$ cat config.mk
export PLATFORM = sky130hd
export DESIGN_NAME = pipelined_bypass_adder
export DESIGN_NICKNAME = d
export VERILOG_FILES = /design/src/rtl/pipelined_bypass_adder.sv
export SDC_FILE = /design/constraint.sdc
export NUM_CORES = 1
export LEC_CHECK = 0
export ABC_AREA = 1
export CELL_PAD_IN_SITES_DETAIL_PLACEMENT = 0
export CELL_PAD_IN_SITES_GLOBAL_PLACEMENT = 1
export CORE_MARGIN = 1.5
export CORE_UTILIZATION = 40
export DETAILED_ROUTE_END_ITERATION = 10
export PLACE_DENSITY = 0.7
export SETUP_SLACK_MARGIN = 0.05
export SYNTH_ARGS = -nofsm -noshare
export SYNTH_HDL_FRONTEND = slang
export SYNTH_SLANG_ARGS = --single-unit
$ cat constraint.sdc
create_clock -name clk -period 7.5 [get_ports clk]
set_input_delay 1.875 -clock clk [delete_from_list [all_inputs] [get_ports clk]]
set_output_delay 1.875 -clock clk [all_outputs]
set_load 0.01 [all_outputs]
$ cat src/rtl/pipelined_bypass_adder.sv
// Pipelined carry-bypass adder/subtractor: one slice of BLOCK*BPS bits per stage,
// the carry registered between stages, and a valid/ready handshake with bubble collapse.
module pipelined_bypass_adder #(
  parameter int WIDTH = 32,
  parameter int BLOCK = 4,
  parameter int BPS   = 2
) (
  input  logic             clk,
  input  logic             rst_n,
  input  logic             in_valid,
  output logic             in_ready,
  input  logic [WIDTH-1:0] a,
  input  logic [WIDTH-1:0] b,
  input  logic             cin,
  input  logic             sub,
  output logic             out_valid,
  input  logic             out_ready,
  output logic [WIDTH-1:0] s,
  output logic             cout,
  output logic             pos_overflow,
  output logic             neg_overflow
);

  localparam int SW = BLOCK * BPS;
  localparam int L  = WIDTH / SW;

  logic [WIDTH-1:0] aQ   [L];
  logic [WIDTH-1:0] beQ  [L];
  logic [WIDTH-1:0] sumQ [L];
  logic             carryQ [L];
  logic [L-1:0]     validQ;

  logic [WIDTH-1:0] aD   [L];
  logic [WIDTH-1:0] beD  [L];
  logic [WIDTH-1:0] sumD [L];
  logic             carryD [L];
  logic [L-1:0]     validD;

  logic [L-1:0]     adv;
  logic [L-1:0]     load;
  logic [WIDTH-1:0] beIn;
  logic             c0;

  // One pipeline slice: BPS ripple blocks, each skipping its carry-in straight
  // through when every bit of the block propagates.
  function automatic logic [SW:0] stageAdd(input logic [SW-1:0] x,
                                           input logic [SW-1:0] y,
                                           input logic          ci);
    logic [SW-1:0] sum;
    logic          c;
    logic          bc;
    logic          p;
    int            idx;
    sum = '0;
    c   = ci;
    for (int blk = 0; blk < BPS; blk++) begin
      bc = c;
      p  = 1'b1;
      for (int i = 0; i < BLOCK; i++) begin
        idx      = blk * BLOCK + i;
        sum[idx] = x[idx] ^ y[idx] ^ bc;
        bc       = (x[idx] & y[idx]) | ((x[idx] ^ y[idx]) & bc);
        p        = p & (x[idx] ^ y[idx]);
      end
      c = p ? c : bc;
    end
    return {c, sum};
  endfunction

  assign beIn = sub ? ~b : b;
  assign c0   = sub | cin;

  // A stage is blocked only when it and every stage after it are full and the
  // consumer is not taking the result.
  always_comb begin
    logic blocked;
    blocked = ~out_ready;
    adv     = '0;
    for (int k = L - 1; k >= 0; k--) begin
      adv[k]  = validQ[k] & ~blocked;
      blocked = blocked & validQ[k];
    end
    in_ready = ~validQ[0] | adv[0];
    load     = '0;
    load[0]  = in_valid & in_ready;
    for (int k = 1; k < L; k++) begin
      load[k] = adv[k-1];
    end
    for (int k = 0; k < L; k++) begin
      validD[k] = load[k] | (validQ[k] & ~adv[k]);
    end
  end

  always_comb begin
    logic [WIDTH-1:0] srcA;
    logic [WIDTH-1:0] srcBe;
    logic [WIDTH-1:0] srcSum;
    logic             srcC;
    logic [SW:0]      res;
    for (int k = 0; k < L; k++) begin
      if (k == 0) begin
        srcA   = a;
        srcBe  = beIn;
        srcSum = '0;
        srcC   = c0;
      end else begin
        srcA   = aQ[k-1];
        srcBe  = beQ[k-1];
        srcSum = sumQ[k-1];
        srcC   = carryQ[k-1];
      end
      res                  = stageAdd(srcA[k*SW +: SW], srcBe[k*SW +: SW], srcC);
      aD[k]                = srcA;
      beD[k]               = srcBe;
      sumD[k]              = srcSum;
      sumD[k][k*SW +: SW]  = res[SW-1:0];
      carryD[k]            = res[SW];
    end
  end

  always_ff @(posedge clk) begin
    if (!rst_n) begin
      validQ <= '0;
      for (int k = 0; k < L; k++) begin
        aQ[k]     <= '0;
        beQ[k]    <= '0;
        sumQ[k]   <= '0;
        carryQ[k] <= 1'b0;
      end
    end else begin
      validQ <= validD;
      for (int k = 0; k < L; k++) begin
        if (load[k]) begin
          aQ[k]     <= aD[k];
          beQ[k]    <= beD[k];
          sumQ[k]   <= sumD[k];
          carryQ[k] <= carryD[k];
        end
      end
    end
  end

  assign out_valid    = validQ[L-1];
  assign s            = sumQ[L-1];
  assign cout         = carryQ[L-1];
  assign pos_overflow = ~aQ[L-1][WIDTH-1] & ~beQ[L-1][WIDTH-1] &  sumQ[L-1][WIDTH-1];
  assign neg_overflow =  aQ[L-1][WIDTH-1] &  beQ[L-1][WIDTH-1] & ~sumQ[L-1][WIDTH-1];

endmodule

# --- Yosys cells after proc, flatten, opt, wreduce, memory -nomap -nowiden ---
# Memories as Yosys holds them, arrays and structs flattened.
# Index checks and enable logic that the tools add are counted.
totals:
  inputBits: 70
  mem_bits_rw: 388
  n_memories: 4
  out_inout_bits: 37
  register_bits: 4
  elab_cells: 278
op_classes:
  n_bitwise: 235
  mux: 38
mem_list:
  columns: ["memory", "words", "width", "read_ports", "rd_clocked_by_memory_dff", "write_ports", "line", "text"]
  rows:
  - ["aQ", 4, 32, 4, 0, 4, "27", "logic [WIDTH-1:0] aQ [L];"]
  - ["beQ", 4, 32, 4, 0, 4, "28", "logic [WIDTH-1:0] beQ [L];"]
  - ["sumQ", 4, 32, 4, 0, 4, "29", "logic [WIDTH-1:0] sumQ [L];"]
  - ["carryQ", 4, 1, 4, 0, 4, "30", "logic carryQ [L];"]
op_table:
  columns: ["cell", "count"]
  rows:
  - ["$mux 32", 13]
  - ["$and 1x1->1", 104]
  - ["$xor 1x1->1", 64]
  - ["$or 1x1->1", 54]
  - ["$not 32->32", 1]
  - ["$mux 1", 25]
  - ["$not 1->1", 12]

# --- Depth between registers and ports, before layout ---
# Gate-level depths: netlist of the first run.
depth:
  word_depth: 22
  mapped_depth: 18
  ltp_nobuf: 18

# --- Worst setup path before layout of the first run ---
# OpenSTA, ideal clock, no wires.
synth_timing:
  kind: "input to register"
  start: "input port sub"
  end: "memory sumQ[0][7], data pin"
  t_required_ps: 7249
  setup_ps: 251
  path_buffers: 2
  arrival_time_ps: 5730
  stages: 16
  setup_slack_ps: 1519
  cell_sequence: "buf_2 -> buf_2 -> xnor2_1 -> fa_1 -> fa_1 -> fa_1 -> fa_1 -> o21ai_0 -> nand2_1 -> fa_1 -> fa_1 -> fa_1 -> inv_1 -> fa_1 -> inv_1 -> nor2_1"
synth_rtl:
  columns: ["item", "line", "text"]
  rows:
  - ["from (decl)", "15", "input logic sub,"]
  - ["to (decl)", "29", null]

==> results.yml, run 1 <==
status:
  run_status: "finished, final reports clean"
floorplanning:
  die_h_um: 150
  die_x_um: 150
  ios: 107
  core_um2: 21200
  initial_core_util_pct: 41.1
  rows: 53
  die_area_um2: 22600
final_layout:
  fin_util_pct: 49.7
  layout-drive-gt1-share_pct: 4.63
  nNetsFinal: 984
  final.fill_count: 1868
  n_antenna_cell: 0
  layout_common_cells: "nor2_1, inv_1, edfxtp_1"
  final_common_cell: "nor2_1"
  area_growth_pct: 20.9
worst_setup_path:
  cpMostUsedCell: "fa_1"
  path_cells: "clkdlybuf4s50_1 > inv_1 > fa_1 > fa_1 > fa_1 > fa_1 > o21ai_0 > nand2_1 > fa_1 > fa_1 > fa_1 > inv_1 > fa_1 > inv_1 > nor2_1"
  start_kind: "primary input"
  worst_r2r_path_depth: 16
  cp-end-kind: "flop"
  cp.required_ns: 7.65
  critPathSlowestCell: "clkdlybuf4s50_1"
  path_max_fanout: 2
  r2r_start: "aQ[2][24]$_SDFFCE_PN0P_"
  slowest_delay_ns: 0.49
  r2r_slack_ns: 3.35
  timing.rr.end: "carryQ[3]$_DFFE_PP_"
  worstSetupPathType: "primary input to flop"
  crit_arrival_ns: 6.03
worst_hold_path:
  hp-start: "carryQ[2]$_DFF_P_"
  hp-class: "flop to flop"
  min_to: "carryQ[2]$_DFF_P_"
  whs_path_depth: 2
global_routing:
  grt_pass1_vias: 4643
  grt_pass1_wl_mm: 22.4
  antenna_found_initial: 0
  grt_usage_pct: 12.8
  gr-total-overflow: 0
  grt_max_degree: 57
sta:
  period_needed_ns: 5.89
  slew-limit-headroom_pct: 17.8
  fmax_mhz: 170
  min_period_over_period_pct: 78.5
  worst_slew_pin_slew_ns: 1.23
  hold_viol: 0
  tns_ns: 0
  setup_violations: 0
  finalMaxSlewViolations: 0
  setup_slack_ns: 1.61
  fin_skew_ns: 0.00733
  holdWs_ns: 0.474
  rsz0062_at_grt: "false"
flow_run:
  maxCapViolCount: 0
clocking:
  cts_root_buf: "clkbuf_16"
  cts.repair.resized: 0
  htreeDepth: 4
  holdBufCountCts: 0
  path_clk_slew_ns: 0.06
  cts_sinks: 186
  cts_tree: "built"
  cts_setup_buffers: 0
  clk_latency_ns: 0.42
  cts_max_path_buffers: 2
  numCtsBuffers: 17
power_and_ir_drop:
  leakagePower_nw: 4.42
  p_sw_share_pct: 22.4
  p_clk_share_pct: 35.9
  pwr-share-comb_pct: 9.8
  total_power_mw: 2.27
  power.net_switching_mw: 0.509
  power_frac_seq_pct: 54.3
  internal_power_mw: 1.76
  peakVddDrop_v: 0.000117
  p_per_area_nw_per_um2: 216
detailed_routing:
  vias: 4640
  drt_drc_violations_left: 0
  wl_mm: 13.3
  wl_per_cell_um: 11.6
  ant_nets: 0
  initialDrtViolationCount: 174
  routed_via_density: 4.08
  dr.pass1.iters: 4
placement:
  portBuffers: 106
  place_ws_ns: 1.19
  place_hpwl_mm: 9.92
  gp_congestion: 0.772
logic_synthesis:
  synth_warnings: 0
  yosysSeqAreaShare_pct: 63.4
  syn_inst: 745
  ys_seq_elements: 186
  syn_area_um2: 8700
  synth_cell_types: 23
  avgSynthCellArea_um2: 11.7
  syn-num-nets: 879
[layer usage]
layer	vias up	global-route usage, %	part of all wire (%)
met5	-	0	0
met4	0	4.80	1.5
met3	14	3.67	5.3
met2	104	17.7	41
met1	2058	18.9	52
li1	2464	-	-
[cell families (layout without fill, tap and decap cells)]
kind of cell	after synthesis	in the layout	synth area share [%]
AOI/OAI and AO/OA	11	11	0.662
xor gates and xnor gates	32	32	3.22
adders and majority gates	64	64	12.0
buffers and inverters	207	325	9.68
DFF	186	186	63.4
and+or+nand+nor	245	245	11.0
[worst max-delay path, delay by kind of cell]
kind | cells | cell delay, ns
AND/OR/NAND/NOR | 2 | 0.16
buffers and inverters | 4 | 0.70
adder cells (fa/ha/maj) | 8 | 3.17
AO/OA/AOI/OAI | 1 | 0.13
[Yosys cell counts (all sizes together)]
cell,number,area [um2]
dfxtp,7,140
inv,184,691
nand4,3,25.0
buf,23,151
ha,32,400
o21ai,7,35.0
nor2,196,746
o211ai,1,7.51
nand3,9,45.0
nand2,36,138
a21oi,3,15.0
fa,32,641
xor2,1,8.76
nor3b,1,7.51
edfxtp,179,5380
xnor2,31,272
[registers in the layout, indices dropped and copies added (netlist names)]
register and count:
sumQ 80, aQ 49, beQ 49, validQ 4
carryQ 4
[how the worst max path moves through the flow]
| stage | from | to | slack, ns | cells after the start |
|---|---|---|---|---|
| after CTS | a[0] | sumQ[0][7]$_SDFFCE_PN0P_ | 1.62 | 15 |
| final | a[0] | sumQ[0][7]$_SDFFCE_PN0P_ | 1.61 | 15 |
| after floorplan | sub | sumQ[0][7]$_SDFFCE_PN0P_ | 1.52 | 16 |
| after global placement | a[0] | sumQ[0][7]$_SDFFCE_PN0P_ | 1.28 | 15 |
| after detailed placement | a[0] | sumQ[0][7]$_SDFFCE_PN0P_ | 1.19 | 15 |
| after global routing | sub | sumQ[0][7]$_SDFFCE_PN0P_ | 1.46 | 15 |
[power by group through the flow]
| stage | clock network [mW] | logic, mW | registers, mW |
|---|---|---|---|
| detailed placement | 0 | 0.227 | 1.26 |
| finish | 0.815 | 0.223 | 1.23 |
| CTS | 0.833 | 0.228 | 1.24 |
| floorplan | 0 | 0.130 | 1.25 |
| global placement | 0 | 0.219 | 1.26 |
| global route | 0.880 | 0.257 | 1.24 |
[stage by stage]
| step | cells | area, um2 |
|---|---|---|
| after floorplan | 745 | 8700 |
| after CTS | 1138 | 10500 |
| after detailed placement | 1106 | 9980 |
| after global routing | 1138 | 10500 |
| after global placement | 1106 | 9980 |
| final | 1138 | 10500 |
[area by class of cell]
class                   count  area [um2]  area share, %
clock inverters            13         103          0.975
multi-input cells         352        2350           22.4
flip-flops and latches    186        5520           52.4
repair buffers            109        1080           10.3
inverters                 184         691           6.57
clock buffers              19         433           4.12
well taps                 275         344           3.27
Power figures use the tool's default switching activity.
==> run 2, diff against run 1 <==
Clock period 7.5 ns to 5.52 ns, I/O delays scaled along.
==> results.yml, run 2 (synthesized netlist as in run 1, its figures left out) <==
clocking:
  numCtsBuffers: 17
  clk_latency_ns: 0.42
  htreeDepth: 4
  cts_sinks: 186
  path_clk_slew_ns: 0.07
  cts_tree: "built"
  cts_max_path_buffers: 2
  holdBufCountCts: 0
  cts_root_buf: "clkbuf_16"
power_and_ir_drop:
  power.net_switching_mw: 0.703
  p_clk_share_pct: 38.0
  internal_power_mw: 2.49
  power_frac_seq_pct: 52.4
  pwr-share-comb_pct: 9.6
  p_sw_share_pct: 22.0
  p_per_area_nw_per_um2: 301
  peakVddDrop_v: 0.000192
  leakagePower_nw: 4.48
status:
  run_status: "finished, final reports clean"
global_routing:
  gr-total-overflow: 0
  grt_max_degree: 57
  grt_busiest_layer: "met1"
  use_met3_pct: 3.03
  antenna_found_initial: 0
  grt_use_met1_pct: 18.6
  grt_usage_pct: 12.5
  globalRouteMet2Util_pct: 17.6
  grt_pass1_wl_mm: 22.1
  grt_pass1_vias: 4636
worst_hold_path:
  hp-class: "flop to flop"
floorplanning:
  die_x_um: 150
  core_um2: 21200
  rows: 53
  initial_core_util_pct: 41.1
  ios: 107
  die_area_um2: 22600
  die_h_um: 150
sta:
  hold_viol: 0
  setup_slack_ns: 0.208
  worst_slew_pin_slew_ns: 1.09
  period_needed_ns: 5.31
  finalMaxSlewViolations: 0
  slew-limit-headroom_pct: 27.5
  tns_ns: 0
  holdWs_ns: 0.483
  min_period_over_period_pct: 96.2
  fin_skew_ns: 0.00855
  setup_violations: 0
  fmax_mhz: 188
  rsz0062_at_grt: "false"
worst_setup_path:
  worstSetupPathType: "primary input to flop"
  start_kind: "primary input"
  crit_arrival_ns: 5.46
  cp.required_ns: 5.67
  cp-end-kind: "flop"
  path_max_fanout: 2
final_layout:
  area_growth_pct: 22.1
  layout_common_cells: "nor2_1, inv_1, edfxtp_1"
  nNetsFinal: 988
  layout-drive-gt1-share_pct: 5.42
  multi_input_area_um2: 2360
  final.fill_count: 1874
  final_common_cell: "nor2_1"
  regArea_um2: 5520
  largest_reg_flops: 80
  n_antenna_cell: 0
  reg_top3: "sumQ: 80 flops, aQ: 49 flops, beQ: 49 flops"
  fin_util_pct: 50.2
  regMostFlops: "sumQ"
  final_cell_count_no_fill: 1142
detailed_routing:
  vias: 4671
  ant_nets: 0
  dr.pass1.iters: 4
  drt_drc_violations_left: 0
  initialDrtViolationCount: 211
  wl_mm: 13.1
  wl_per_cell_um: 11.5
  routed_via_density: 4.09
placement:
  portBuffers: 106
  place_ws_ns: -0.261
  placedCellCount: 1109
  gp_congestion: 0.793
  place_hpwl_mm: 9.76
flow_run:
  maxCapViolCount: 0
[run 2: cell types whose count changed in the layout (fill, tap and decap cells not counted)]
cell / before / now
fa_2: 0 / 1
fa_1: 32 / 31
clkbuf_1: 2 / 0
clkinv_4: 1 / 2
clkinvlp_4: 2 / 0
buf_12: 0 / 1
clkinv_2: 4 / 3
inv_6: 2 / 4
bufinv_16: 1 / 3
buf_4: 3 / 6
[run 2: stage by stage]
stage / total power, mW / instance area (um2)
after floorplan: 1.88 / 8700
after CTS: 3.23 / 10600
final: 3.20 / 10600
after detailed placement: 2.02 / 10000
after global routing: 3.33 / 10600
after global placement: 2.01 / 10000
[run 2: area by class of cell]
cell class | instances | area share [%]
Multi-Input combinational cell | 352 | 22.2
Timing Repair Buffer | 113 | 10.6
Clock inverter | 15 | 1.59
Sequential cell | 186 | 51.9
Clock buffer | 17 | 4.01
Tap cell | 275 | 3.24
Inverter | 184 | 6.50
[run 2: final timing paths]
path | startpoint | to | slack, ns | cells after the start
max | a[0] | sumQ[0][7]$_SDFFCE_PN0P_ | 0.21 | 15
min | carryQ[2]$_DFF_P_ | carryQ[2]$_DFF_P_ | 0.48 | 2
max reg2reg | aQ[2][24]$_SDFFCE_PN0P_ | carryQ[3]$_DFFE_PP_ | 1.37 | 16
min reg2reg | carryQ[2]$_DFF_P_ | carryQ[2]$_DFF_P_ | 0.48 | 2
[run 2: power groups by stage]
| stage | Combinational (mW) | Clock (mW) | Sequential (mW) |
|---|---|---|---|
| after CTS | 0.311 | 1.24 | 1.68 |
| after global routing | 0.352 | 1.29 | 1.69 |
| final | 0.307 | 1.21 | 1.68 |
| after floorplan | 0.177 | 0 | 1.71 |
| after global placement | 0.299 | 0 | 1.71 |
| after detailed placement | 0.308 | 0 | 1.71 |
[run 2: layer usage]
| metal | vias to the layer above | wire length [um] |
|---|---|---|
| met5 | - | 0 |
| met4 | 0 | 187 |
| met3 | 14 | 647 |
| met2 | 103 | 5440 |
| met1 | 2077 | 6850 |
| li1 | 2477 | - |
[run 2: worst max-delay path: stages]
cell             delay, ns
clkdlybuf4s50_1       0.48
inv_1                 0.06
fa_1                  0.43
fa_1                  0.41
fa_1                  0.41
fa_1                  0.38
o21ai_0               0.11
nand2_1               0.11
fa_2                  0.35
fa_1                  0.39
fa_1                  0.36
inv_1                 0.08
fa_1                  0.41
inv_1                 0.06
nor2_1                0.04
[run 2: what timing repair did]
action / 4_1_cts / 5_1_grt
hold endpoints to repair: 0 / 0
gates resized for setup: 0 / 1
setup buffers: 0 / 0
endpoints found under the setup margin: 0 / 1
==> run 3, diff against run 2 <==
Settings changed: CORE_MARGIN 1.5 to default.
==> results.yml, run 3 (synthesized netlist as in run 1, its figures left out) <==
floorplanning:
  die_area_um2: 22300
  ios: 107
  die_x_um: 149
  die_h_um: 149
  rows: 53
  initial_core_util_pct: 41.1
  core_um2: 21200
worst_hold_path:
  min_to: "carryQ[2]$_DFF_P_"
  hp-start: "carryQ[2]$_DFF_P_"
  whs_path_depth: 2
  hp-class: "flop to flop"
final_layout:
  nNetsFinal: 987
  reg_top3: "sumQ: 80 flops, aQ: 49 flops, beQ: 49 flops"
  final_common_cell: "nor2_1"
  fin_util_pct: 49.9
  n_antenna_cell: 0
  layout-drive-gt1-share_pct: 5.20
  area_growth_pct: 21.4
  stdcell_area_um2: 10600
  largest_reg_flops: 80
  layout_common_cells: "nor2_1, inv_1, edfxtp_1"
  regMostFlops: "sumQ"
worst_setup_path:
  crit_arrival_ns: 5.42
  worstSetupPathType: "primary input to flop"
  path_max_fanout: 2
  timing.rr.end: "carryQ[3]$_DFFE_PP_"
  cp.required_ns: 5.67
  r2r_start: "aQ[2][24]$_SDFFCE_PN0P_"
  start_kind: "primary input"
  worst_r2r_path_depth: 16
  r2r_slack_ns: 1.29
  cp-end-kind: "flop"
sta:
  setup_violations: 0
  rsz0062_at_grt: "false"
  worst_slew_pin_slew_ns: 1.22
  hold_viol: 0
  slew-limit-headroom_pct: 18.4
  fin_skew_ns: 0.00722
  fmax_mhz: 189
  finalMaxSlewViolations: 0
  holdWs_ns: 0.487
  min_period_over_period_pct: 95.6
  period_needed_ns: 5.28
  setup_slack_ns: 0.242
clocking:
  htreeDepth: 4
  path_clk_slew_ns: 0.06
  cts_tree: "built"
  cts_sinks: 186
  numCtsBuffers: 17
  cts_setup_buffers: 0
  holdBufCountCts: 0
  cts_max_path_buffers: 2
  cts_root_buf: "clkbuf_16"
  clk_latency_ns: 0.42
global_routing:
  grt_usage_pct: 12.9
  grt_pass1_vias: 4667
  grt_pass1_wl_mm: 22.4
  grt_max_degree: 57
  gr-total-overflow: 0
  antenna_found_initial: 0
detailed_routing:
  wl_per_cell_um: 11.6
  wl_mm: 13.2
  routed_via_density: 4.11
  vias: 4690
  drt_drc_violations_left: 0
  ant_nets: 0
  initialDrtViolationCount: 270
  dr.pass1.iters: 4
placement:
  place_ws_ns: -0.292
  gp_congestion: 0.766
  place_hpwl_mm: 9.92
  post_dp_cell_area_um2: 10000
  portBuffers: 106
power_and_ir_drop:
  peakVddDrop_v: 0.000158
  p_per_area_nw_per_um2: 294
  leakagePower_nw: 4.45
flow_run:
  maxCapViolCount: 0
status:
  run_status: "finished, final reports clean"
run 3: cell types whose count changed in the layout (fill, tap and decap cells not counted):
cell / delta
bufinv_16: -2
buf_12: -1
clkinv_1: +1
clkinv_2: -1
clkinv_4: +1
clkinvlp_4: +1
nand3_1: +1
nand3_2: -1
o21ai_0: -1
o21ai_2: +1
run 3: timing repair:
action	4_1_cts	5_1_grt
resized for setup	0	3
endpoints found under the hold margin	0	0
endpoints found under the setup margin	0	1
run 3: routing by layer:
metal / vias up / wire length [um] / track usage, %
li1: 2477 / - / -
met1: 2099 / 6840 / 18.3
met2: 99 / 5650 / 18.9
met3: 15 / 539 / 2.87
met4: 0 / 196 / 5.36
met5: - / 0 / 0
run 3: worst max-delay path by stage:
stage,startpoint,endpoint,depth (start not counted)
after floorplan,sub,sumQ[0][7]$_SDFFCE_PN0P_,16
after global placement,a[0],sumQ[0][7]$_SDFFCE_PN0P_,15
after detailed placement,b[0],sumQ[0][7]$_SDFFCE_PN0P_,15
after CTS,b[0],sumQ[0][7]$_SDFFCE_PN0P_,15
after global routing,b[0],sumQ[0][7]$_SDFFCE_PN0P_,15
final,b[0],sumQ[0][7]$_SDFFCE_PN0P_,15
run 3: final cells by class:
| class | count | area [um2] |
|---|---|---|
| Clock buffer | 17 | 425 |
| Inverter | 184 | 691 |
| Sequential cell | 186 | 5520 |
| Multi-Input combinational cell | 352 | 2350 |
| Fill cell | 1838 | 10600 |
| Tap cell | 275 | 344 |
| Timing Repair Buffer | 112 | 1100 |
| Clock inverter | 15 | 124 |
run 3: report_power, final:
part	leakage (nW)	internal [mW]	total [mW]	switching (mW)
registers	1.99	1.64	1.68	0.0378
clock network	0.268	0.620	1.12	0.502
logic	2.19	0.142	0.305	0.163
run 3: per-stage QoR:
step	power [mW]	setup TNS, ns	std cells
after floorplan	1.88	0	745
after global placement	2.00	-0.197	1109
after detailed placement	2.02	-0.292	1109
after CTS	3.14	0	1141
after global routing	3.24	0	1141
final	3.10	0	1141
run 3: critical path: stages:
cell and delay (ns):
clkdlybuf4s50_1 0.43, xnor2_1 0.17, fa_2 0.36, fa_1 0.39
fa_1 0.41, fa_1 0.40, o21ai_2 0.08, nand2_1 0.09
fa_1 0.39, fa_1 0.39, fa_1 0.38, inv_1 0.08
fa_1 0.40, inv_1 0.06, nor2_1 0.04
